## src/rtl/adder_pkg.sv

```systemverilog
// Shared types and limits for the bit-serial adder.
// The optional overflow output of serial_adder is enabled by SERIAL_ADDER_OVF_EN.
package adder_pkg;

    localparam int SERIAL_ADDER_MAX_WIDTH = 32;

    typedef enum logic [1:0] {
        IDLE  = 2'd0,
        SHIFT = 2'd1,
        DONE  = 2'd2
    } state_e;

    // A 1-bit operand still needs a 1-bit counter.
    function automatic int cnt_width(input int width);
        return (width > 1) ? $clog2(width) : 1;
    endfunction

endpackage

```

## src/rtl/full_adder.sv

```systemverilog
// Single-bit combinational full adder; the bit slice reused by serial_adder.
module full_adder (
    input  logic i_a,
    input  logic i_b,
    input  logic i_cin,
    output logic o_sum,
    output logic o_cout
);

    assign o_sum  = i_a ^ i_b ^ i_cin;
    assign o_cout = (i_a & i_b) | (i_cin & (i_a ^ i_b));

endmodule

```

## src/rtl/serial_adder.sv

```systemverilog
// Bit-serial WIDTH-bit adder: one full_adder, LSB first, valid/ready on both sides.
// Define SERIAL_ADDER_OVF_EN to add the registered signed-overflow output ovf.
//
// state | meaning
// IDLE  | waiting for operands, in_ready=1
// SHIFT | one operand bit per cycle through the full_adder, busy=1
// DONE  | sum/cout held with out_valid=1 until out_ready
module serial_adder
    import adder_pkg::*;
#(
    parameter int WIDTH = 8
) (
    input  logic             clk,
    input  logic             rst,
    input  logic             in_valid,
    output logic             in_ready,
    input  logic [WIDTH-1:0] a,
    input  logic [WIDTH-1:0] b,
    input  logic             cin,
    output logic             out_valid,
    input  logic             out_ready,
    output logic [WIDTH-1:0] sum,
    output logic             cout,
    output logic             busy
`ifdef SERIAL_ADDER_OVF_EN
    ,
    output logic             ovf
`endif
);

    localparam int CW = cnt_width(WIDTH);
    localparam logic [CW-1:0] LAST_BIT = CW'(WIDTH - 1);

    if (WIDTH < 1 || WIDTH > SERIAL_ADDER_MAX_WIDTH) begin : g_bad_width
        $error("serial_adder: WIDTH out of range 1..32");
    end

    state_e           r_state;
    logic [WIDTH-1:0] r_opa_sr;
    logic [WIDTH-1:0] r_opb_sr;
    logic [WIDTH-1:0] r_sum_sr;
    logic             r_carry;
    logic [CW-1:0]    r_cnt;
    logic [WIDTH-1:0] r_sum;
    logic             r_cout;
    logic             r_out_valid;
    logic             r_in_ready;
    logic             r_busy;
    logic             w_fa_sum;
    logic             w_fa_cout;
    logic [WIDTH-1:0] w_sum_next;

    full_adder u_fa (
        .i_a    (r_opa_sr[0]),
        .i_b    (r_opb_sr[0]),
        .i_cin  (r_carry),
        .o_sum  (w_fa_sum),
        .o_cout (w_fa_cout)
    );

    // New bit enters at the MSB so the final shift leaves bit 0 in place.
    always_comb begin
        w_sum_next             = r_sum_sr >> 1;
        w_sum_next[WIDTH-1]    = w_fa_sum;
    end

`ifdef SERIAL_ADDER_OVF_EN
    logic r_ovf;
    assign ovf = r_ovf;
`endif

    always_ff @(posedge clk or posedge rst) begin
        if (rst) begin
            r_state     <= IDLE;
            r_opa_sr    <= '0;
            r_opb_sr    <= '0;
            r_sum_sr    <= '0;
            r_carry     <= 1'b0;
            r_cnt       <= '0;
            r_sum       <= '0;
            r_cout      <= 1'b0;
            r_out_valid <= 1'b0;
            r_in_ready  <= 1'b1;
            r_busy      <= 1'b0;
`ifdef SERIAL_ADDER_OVF_EN
            r_ovf       <= 1'b0;
`endif
        end else begin
            case (r_state)
                IDLE: begin
                    if (in_valid && r_in_ready) begin
                        r_opa_sr   <= a;
                        r_opb_sr   <= b;
                        r_carry    <= cin;
                        r_cnt      <= '0;
                        r_in_ready <= 1'b0;
                        r_busy     <= 1'b1;
                        r_state    <= SHIFT;
                    end
                end
                SHIFT: begin
                    r_opa_sr <= r_opa_sr >> 1;
                    r_opb_sr <= r_opb_sr >> 1;
                    r_sum_sr <= w_sum_next;
                    r_carry  <= w_fa_cout;
                    r_cnt    <= r_cnt + 1'b1;
                    if (r_cnt == LAST_BIT) begin
                        r_sum       <= w_sum_next;
                        r_cout      <= w_fa_cout;
`ifdef SERIAL_ADDER_OVF_EN
                        // r_carry is the carry into the MSB on this last step.
                        r_ovf       <= r_carry ^ w_fa_cout;
`endif
                        r_busy      <= 1'b0;
                        r_out_valid <= 1'b1;
                        r_state     <= DONE;
                    end
                end
                DONE: begin
                    if (out_ready) begin
                        r_out_valid <= 1'b0;
                        r_in_ready  <= 1'b1;
                        r_state     <= IDLE;
                    end
                end
                default: begin
                    r_out_valid <= 1'b0;
                    r_busy      <= 1'b0;
                    r_in_ready  <= 1'b1;
                    r_state     <= IDLE;
                end
            endcase
        end
    end

    assign in_ready  = r_in_ready;
    assign out_valid = r_out_valid;
    assign busy      = r_busy;
    assign sum       = r_sum;
    assign cout      = r_cout;

endmodule

```

## config.mk

```make
export PLATFORM = sky130hd
export DESIGN_NAME = serial_adder
export DESIGN_NICKNAME = d
export VERILOG_FILES = /design/src/rtl/adder_pkg.sv /design/src/rtl/full_adder.sv /design/src/rtl/serial_adder.sv
export SDC_FILE = /design/constraint.sdc
export NUM_CORES = 1
export LEC_CHECK = 0
export CAP_MARGIN = 20
export CORE_MARGIN = 2
export CORE_UTILIZATION = 55
export CTS_BUF_LIST = sky130_fd_sc_hd__clkbuf_4
export DETAILED_ROUTE_END_ITERATION = 8
export DONT_BUFFER_PORTS = 1
export HOLD_SLACK_MARGIN = 0.06
export PLACE_DENSITY_LB_ADDON = 0.2
export SLEW_MARGIN = 30
export SYNTH_ARGS = -nofsm -noshare
export SYNTH_HDL_FRONTEND = slang
export SYNTH_SLANG_ARGS = --single-unit
```

## constraint.sdc

```tcl
create_clock -name clk -period 1.7 [get_ports clk]
set_clock_uncertainty 0.1 [all_clocks]
set_input_delay 0.085 -clock clk [delete_from_list [all_inputs] [get_ports clk]]
set_output_delay 0.085 -clock clk [all_outputs]
set_load 0.02 [all_outputs]
```

==> results.sh, run 1 <==
export IMPL_status="completed"
export IMPL_cp_start_kind="flop"
export IMPL_io_pins=33
export IMPL_avgSynthCellArea_um2=12.3
export IMPL_synth_nets=171
export IMPL_drc=0
export IMPL_grt_max_degree=42
export IMPL_ys_warnings_count=0
export IMPL_period_share_pct=94.8
export IMPL_max_slew_margin_pct=67.3
export IMPL_synth_cells_most_frequent="dfrtp_1, nand2_1, nand2b_1"
export IMPL_seqPwrFrac_pct=51.9
export IMPL_tns_ns=0
export IMPL_min_from="in_valid"
export IMPL_combinationalPowerShare_pct=30.6
export IMPL_worstHoldPathType="primary input to flop"
export IMPL_synth_ff_type="dfrtp_1"
export IMPL_cts_setup_buffers=0
export IMPL_worstPathMaxFanout=10
export IMPL_p_switching_mw=1.13
export IMPL_met3_wirelength_um=129
export IMPL_cap_violations=0
export IMPL_ys_types=29
export IMPL_numCtsBuffers=5
export IMPL_post_place_ws_ns=0.00882
export IMPL_drt_iter0_drc=56
export IMPL_clock_sinks=41
export IMPL_grt_pass1_wl_um=5610
export IMPL_die_h_um=61.4
export IMPL_synth_seq_cells=41
export IMPL_rows=20
export IMPL_synthArstFlopShare_pct=100
export IMPL_root_buffer="clkbuf_4"
export IMPL_top_layer="met4"
export IMPL_clkPwrFrac_pct=17.5
export IMPL_syn_inst=147
export IMPL_place_gp_congestion=0.707
export IMPL_via_per_inst=5.48
export IMPL_regToRegSetupSlack_ns=0.09
export IMPL_cp_arrival_ns=1.74
export IMPL_coreArea_um2=3100
export IMPL_wl_met1_um=1550
export IMPL_yosys_area_top_type="dfrtp_1"
export IMPL_cts_buffer_depth=2
export IMPL_synth_seq_area_share_pct=56.7
export IMPL_clk_pin_slew_ns=0.11
export IMPL_placedCellCount=191
export IMPL_cp_end_kind="flop"
export IMPL_first_pass_iters=4
export IMPL_placed_area_um2=1880
export IMPL_diodes=0
export IMPL_port_buffers=0
export IMPL_dieArea_um2=3770
export IMPL_setup_worst_path_class="flop to flop"
export IMPL_insertion_delay_ns=0.34
export IMPL_drive_above_1_share_pct=17.2
export IMPL_max_slew_worst_pin_slew_ns=0.491
export IMPL_period_minus_slack_ns=1.61
export IMPL_die_x_um=61.4
export IMPL_antenna_found_initial=0
export IMPL_hpwlAfterDp_um=2150
export IMPL_maxClockFrequency_mhz=621
export IMPL_startpoint="r_cnt[0]"
export IMPL_synthTopCellsByArea="dfrtp_1, mux2_4, o221a_1, nand2_1, nand2b_1"
export IMPL_antenna_left=0
export IMPL_grt_overflow_total=0
export IMPL_stdcell_count=218
export IMPL_avgRoutedWirePerCell_um=15.3
export IMPL_worstPathRequired_ns=1.83
export IMPL_synth_edff_count=0
export IMPL_dr_wl_met2_um=1610
export IMPL_powerDensity_nw_per_um2=1560
export IMPL_syn_area_um2=1810
export IMPL_power_leakage_nw=0.990
export IMPL_cts_tree="yes"
export IMPL_fin_area_um2=2150
export IMPL_r2r_start="r_cnt[0]"
export IMPL_slew_violations=0
export IMPL_drt_wl_total_um=3330
export IMPL_setup_ws_ns=0.0889
export IMPL_area_growth_pct=18.7
export IMPL_htree_levels=2
export IMPL_track_usage_pct=20.9
export IMPL_intPower_mw=2.23
export IMPL_initial_utilization_pct=58.4
export IMPL_synth_top_cell_area_share_pct=55.2
export IMPL_setup_viol=0
export IMPL_grt_pass1_vias=1229
export IMPL_vias=1194
export IMPL_nFillCells=234
export IMPL_ir_drop_uv=837
export IMPL_hold_viol=0
export IMPL_synth_most_common_cell="dfrtp_1"
export IMPL_final_nets=198
export IMPL_switching_share_pct=33.6
export IMPL_rsz0062_at_grt="no"
final timing paths:
path | endpoint | depth (start not counted)
max reg2reg | sum[4] | 4
min | r_state[0] | 2
max | sum[4] | 4
min reg2reg | r_sum_sr[1] | 2
max in group asynchronous | in_ready | 3
min in group asynchronous | sum[5] | 3
final cells by class:
type                       count  area, um2  area share [%]
tap                           44       55.1            2.56
timing repair buffer          28        260            12.1
sequential                    41       1030            47.8
multi-input combinational     96        728            33.9
clock buffer                   5       37.5            1.75
inverter                       2       7.51           0.349
clock inverter                 2       35.0            1.63
routing by layer:
layer | track usage [%] | vias to the layer above
met4 | 9.12 | 0
met2 | 33.3 | 22
met5 | 0 | -
met1 | 27.1 | 592
li1 | - | 575
met3 | 5.67 | 5
per-stage QoR:
stage / total power, mW / hold slack (ns) / util (%)
after floorplan: 2.52 / 0.118 / -
after global placement: 2.68 / 0.0198 / 60.4
after detailed placement: 2.74 / 0.0335 / 60.4
after CTS: 3.38 / 0.179 / 69.3
after global routing: 3.61 / 0.185 / 69.3
final: 3.36 / 0.190 / 69.3
critical path, cell delays in order (launching register included):
cell,delay [ns]
dfrtp_1,0.42
ha_1,0.22
ha_1,0.30
nand2_8,0.16
mux2_4,0.31
cell families (layout without fill, tap and decap cells):
group,after synthesis,after routing,share of synthesized area [%]
buffers and inverters,10,37,3.25
and+or+nand+nor,49,49,14.2
adders and majority gates,3,3,2.49
muxes,12,12,9.12
DFF,41,41,56.7
AOI/OAI and AO/OA,32,32,14.2
placed cells by master (no fill, tap or decap):
| cell type | instances |
|---|---|
| a21oi_1 | 3 |
| a21oi_2 | 1 |
| a22o_1 | 3 |
| and2b_1 | 1 |
| and4b_1 | 1 |
| and4bb_2 | 1 |
| buf_4 | 8 |
| bufinv_16 | 1 |
| clkbuf_4 | 5 |
| clkinv_2 | 1 |
| dfrtp_1 | 40 |
| dfstp_2 | 1 |
| dlygate4sd3_1 | 20 |
| fa_1 | 1 |
| ha_1 | 2 |
| inv_1 | 2 |
| mux2_4 | 9 |
| mux2i_1 | 3 |
| nand2_1 | 26 |
| nand2_8 | 1 |
| nand2b_1 | 14 |
| nor2_1 | 2 |
| nor2_2 | 1 |
| nor3_1 | 1 |
| o21ai_0 | 5 |
| o21ai_1 | 5 |
| o21bai_1 | 1 |
| o221a_1 | 11 |
| o221a_2 | 1 |
| o22a_1 | 1 |
| o22ai_1 | 1 |
| or2_1 | 1 |
state kept, by name, summed over array words and instances, names as in the netlist:
| register | count |
|---|---|
| r_opb_sr | 8 |
| cout | 1 |
| sum | 8 |
| r_cnt | 3 |
| r_opa_sr | 8 |
| out_valid | 1 |
| busy | 1 |
| r_sum_sr | 7 |
| r_state | 2 |
| in_ready | 1 |
| r_carry | 1 |
power by group through the flow:
stage | logic, mW | registers, mW | clock network (mW)
floorplan | 0.852 | 1.67 | 0
global placement | 0.941 | 1.74 | 0
detailed placement | 0.991 | 1.75 | 0
CTS | 1.03 | 1.74 | 0.609
global route | 1.16 | 1.79 | 0.655
finish | 1.03 | 1.74 | 0.587
repair_timing:
action                                  4_1_cts  5_1_grt
endpoints found under the setup margin        1        0
resized for setup                             1        0
hold buffers                                 20        0
endpoints found under the hold margin        63        0
No activity file was read; power rests on OpenSTA's default activity.
==> run 2: changes to the inputs <==
==> constraint.sdc (replaced) <==
create_clock -name clk -period 1.7 [get_ports clk]
set_clock_uncertainty 0.1 [all_clocks]
set_input_delay 0.34 -clock clk [delete_from_list [all_inputs] [get_ports clk]]
set_output_delay 0.34 -clock clk [all_outputs]
set_load 0.02 [all_outputs]
==> run 2 against run 1 <==
Against the previous run: cell count shrank 7.3%; total power is 0.64% lower; non-clock buffer count shrank 17; utilization down 5.3 points; sequential cell count unchanged; wire length decreased by 8.5%; worst setup slack better by 0.012 ns; register-to-register slack about the same; critical endpoint is now sum[2].
==> results.sh, run 2 (synthesized netlist as in run 1, its figures left out) <==
export IMPL_slew_violations=0
export IMPL_min_to="r_opa_sr[4]"
export IMPL_diodes=0
export IMPL_crit_top_cell="ha_1"
export IMPL_seqCellArea_um2=1030
export IMPL_coreArea_um2=3100
export IMPL_crit_chain="ha_1 > ha_1 > nand2_8 > mux2_4"
export IMPL_root_buffer="clkbuf_4"
export IMPL_cts_buffer_depth=2
export IMPL_grt_util_met2_pct=28.4
export IMPL_slowest_delay_ns=0.42
export IMPL_min_path_cells=2
export IMPL_cts_tree="yes"
export IMPL_ir_drop_uv=690
export IMPL_vias=1121
export IMPL_cp_start_kind="flop"
export IMPL_max_slew_worst_pin_slew_ns=0.492
export IMPL_drive_above_1_share_pct=19.0
export IMPL_setup_viol=0
export IMPL_die_h_um=61.4
export IMPL_initial_utilization_pct=58.4
export IMPL_cts_setup_buffers=0
export IMPL_cpLargestDelayFamily="adder cells"
export IMPL_clk_pin_slew_ns=0.11
export IMPL_grt_pass1_wl_um=5000
export IMPL_grt_busiest_layer="met2"
export IMPL_nFillCells=259
export IMPL_place_gp_congestion=0.712
export IMPL_first_pass_iters=4
export IMPL_grtUsageMet1_pct=24.0
export IMPL_power_leakage_nw=0.921
export IMPL_io_pins=33
export IMPL_grt_overflow_total=0
export IMPL_port_buffers=0
export IMPL_setup_worst_path_class="flop to flop"
export IMPL_worstPathMaxFanout=10
export IMPL_antenna_found_initial=0
export IMPL_holdWs_ns=0.0965
export IMPL_finalPower_mw=3.34
export IMPL_grt_max_degree=42
export IMPL_worstPathRequired_ns=1.84
export IMPL_period_minus_slack_ns=1.60
export IMPL_htree_levels=2
export IMPL_antenna_left=0
export IMPL_drt_wl_total_um=3040
export IMPL_stdcell_count=202
export IMPL_status="completed"
export IMPL_cp_end_kind="flop"
export IMPL_worstHoldPathType="primary input to flop"
export IMPL_area_growth_pct=9.67
export IMPL_min_from="a[4]"
export IMPL_ff2ff_path_depth=4
export IMPL_insertion_delay_ns=0.34
export IMPL_drc=0
export IMPL_layout_common_cells="dfrtp_1, nand2_1, nand2b_1"
export IMPL_multi_input_area_um2=728
export IMPL_avgRoutedWirePerCell_um=15.1
export IMPL_rsz0062_at_grt="no"
export IMPL_final_nets=181
export IMPL_max_slew_margin_pct=67.2
export IMPL_dieArea_um2=3770
export IMPL_r2r_start="r_cnt[0]"
export IMPL_hpwlAfterDp_um=2130
export IMPL_numCtsBuffers=5
export IMPL_period_share_pct=94.1
export IMPL_layout_commonest_cell="dfrtp_1"
export IMPL_via_per_inst=5.55
export IMPL_rows=20
export IMPL_r2r_end="sum[2]"
export IMPL_track_usage_pct=18.5
export IMPL_use_met3_pct=7.56
export IMPL_grt_pass1_vias=1088
export IMPL_tns_ns=0
export IMPL_crit_path_top_delay_cell="dfrtp_1"
export IMPL_die_x_um=61.4
export IMPL_hold_viol=0
export IMPL_placedCellCount=191
export IMPL_drt_iter0_drc=34
export IMPL_maxClockFrequency_mhz=625
export IMPL_cp_buffers_inverters=0
export IMPL_clock_sinks=41
export IMPL_cp_arrival_ns=1.74
export IMPL_powerDensity_nw_per_um2=1680
export IMPL_regToRegSetupSlack_ns=0.10
export IMPL_cap_violations=0
[run 2: changes by cell type in the layout (fill, tap and decap cells not counted), sizes merged]
| cell | previous run | this run |
|---|---|---|
| dlygate4sd3 | 20 | 3 |
| clkbuf | 5 | 6 |
[run 2: how the worst max path moves through the flow]
stage          cells after the start  startpoint           to  slack [ns]
6_report                           4    r_cnt[0]       sum[2]        0.10
5_1_grt                            4    r_cnt[0]       sum[4]        0.04
4_1_cts                            3    in_ready  r_opb_sr[1]        0.02
3_5_place_dp                       3    in_ready  r_opb_sr[1]        0.04
3_3_place_gp                       3    in_ready  r_opa_sr[3]        0.09
2_1_floorplan                      4    r_cnt[0]         cout        0.22
[run 2: worst reg2reg max path: cells and delay by family, from the launching register on]
kind                       cells  cell delay (ns)
adders and majority gates      2             0.50
DFF                            1             0.42
muxes                          1             0.31
and+or+nand+nor                1             0.16
[run 2: layer usage]
metal	share of wire [%]	wire length, um
met5	0	0
met4	1.3	40
met3	6.0	183
met2	48	1450
met1	45	1370
[run 2: per-stage QoR]
step	cell area (um2)	utilization (%)	worst slack (ns)
final	1990	64.0	0.101
after global routing	1990	64.0	0.0411
after CTS	1980	64.0	0.0185
after detailed placement	1880	60.4	0.0391
after global placement	1880	60.4	0.0879
after floorplan	1810	-	0.220
[run 2: final cells by class]
class | count | share of cell area (%)
clock inverters | 2 | 1.70
repair buffers | 11 | 4.53
flip-flops and latches | 41 | 51.7
well taps | 44 | 2.77
clock buffers | 6 | 2.27
inverters | 2 | 0.378
multi-input cells | 96 | 36.6
[run 2: what timing repair did]
action / 4_1_cts / 5_1_grt
gates resized for setup: 0 / 1
hold buffers: 3 / 0
setup endpoints to repair: 0 / 12
endpoints found under the hold margin: 43 / 0
[run 2: where the power goes]
part	internal [mW]	switching [mW]
clock	0.322	0.288
sequential	1.35	0.380
combinational	0.550	0.441
total	2.23	1.11
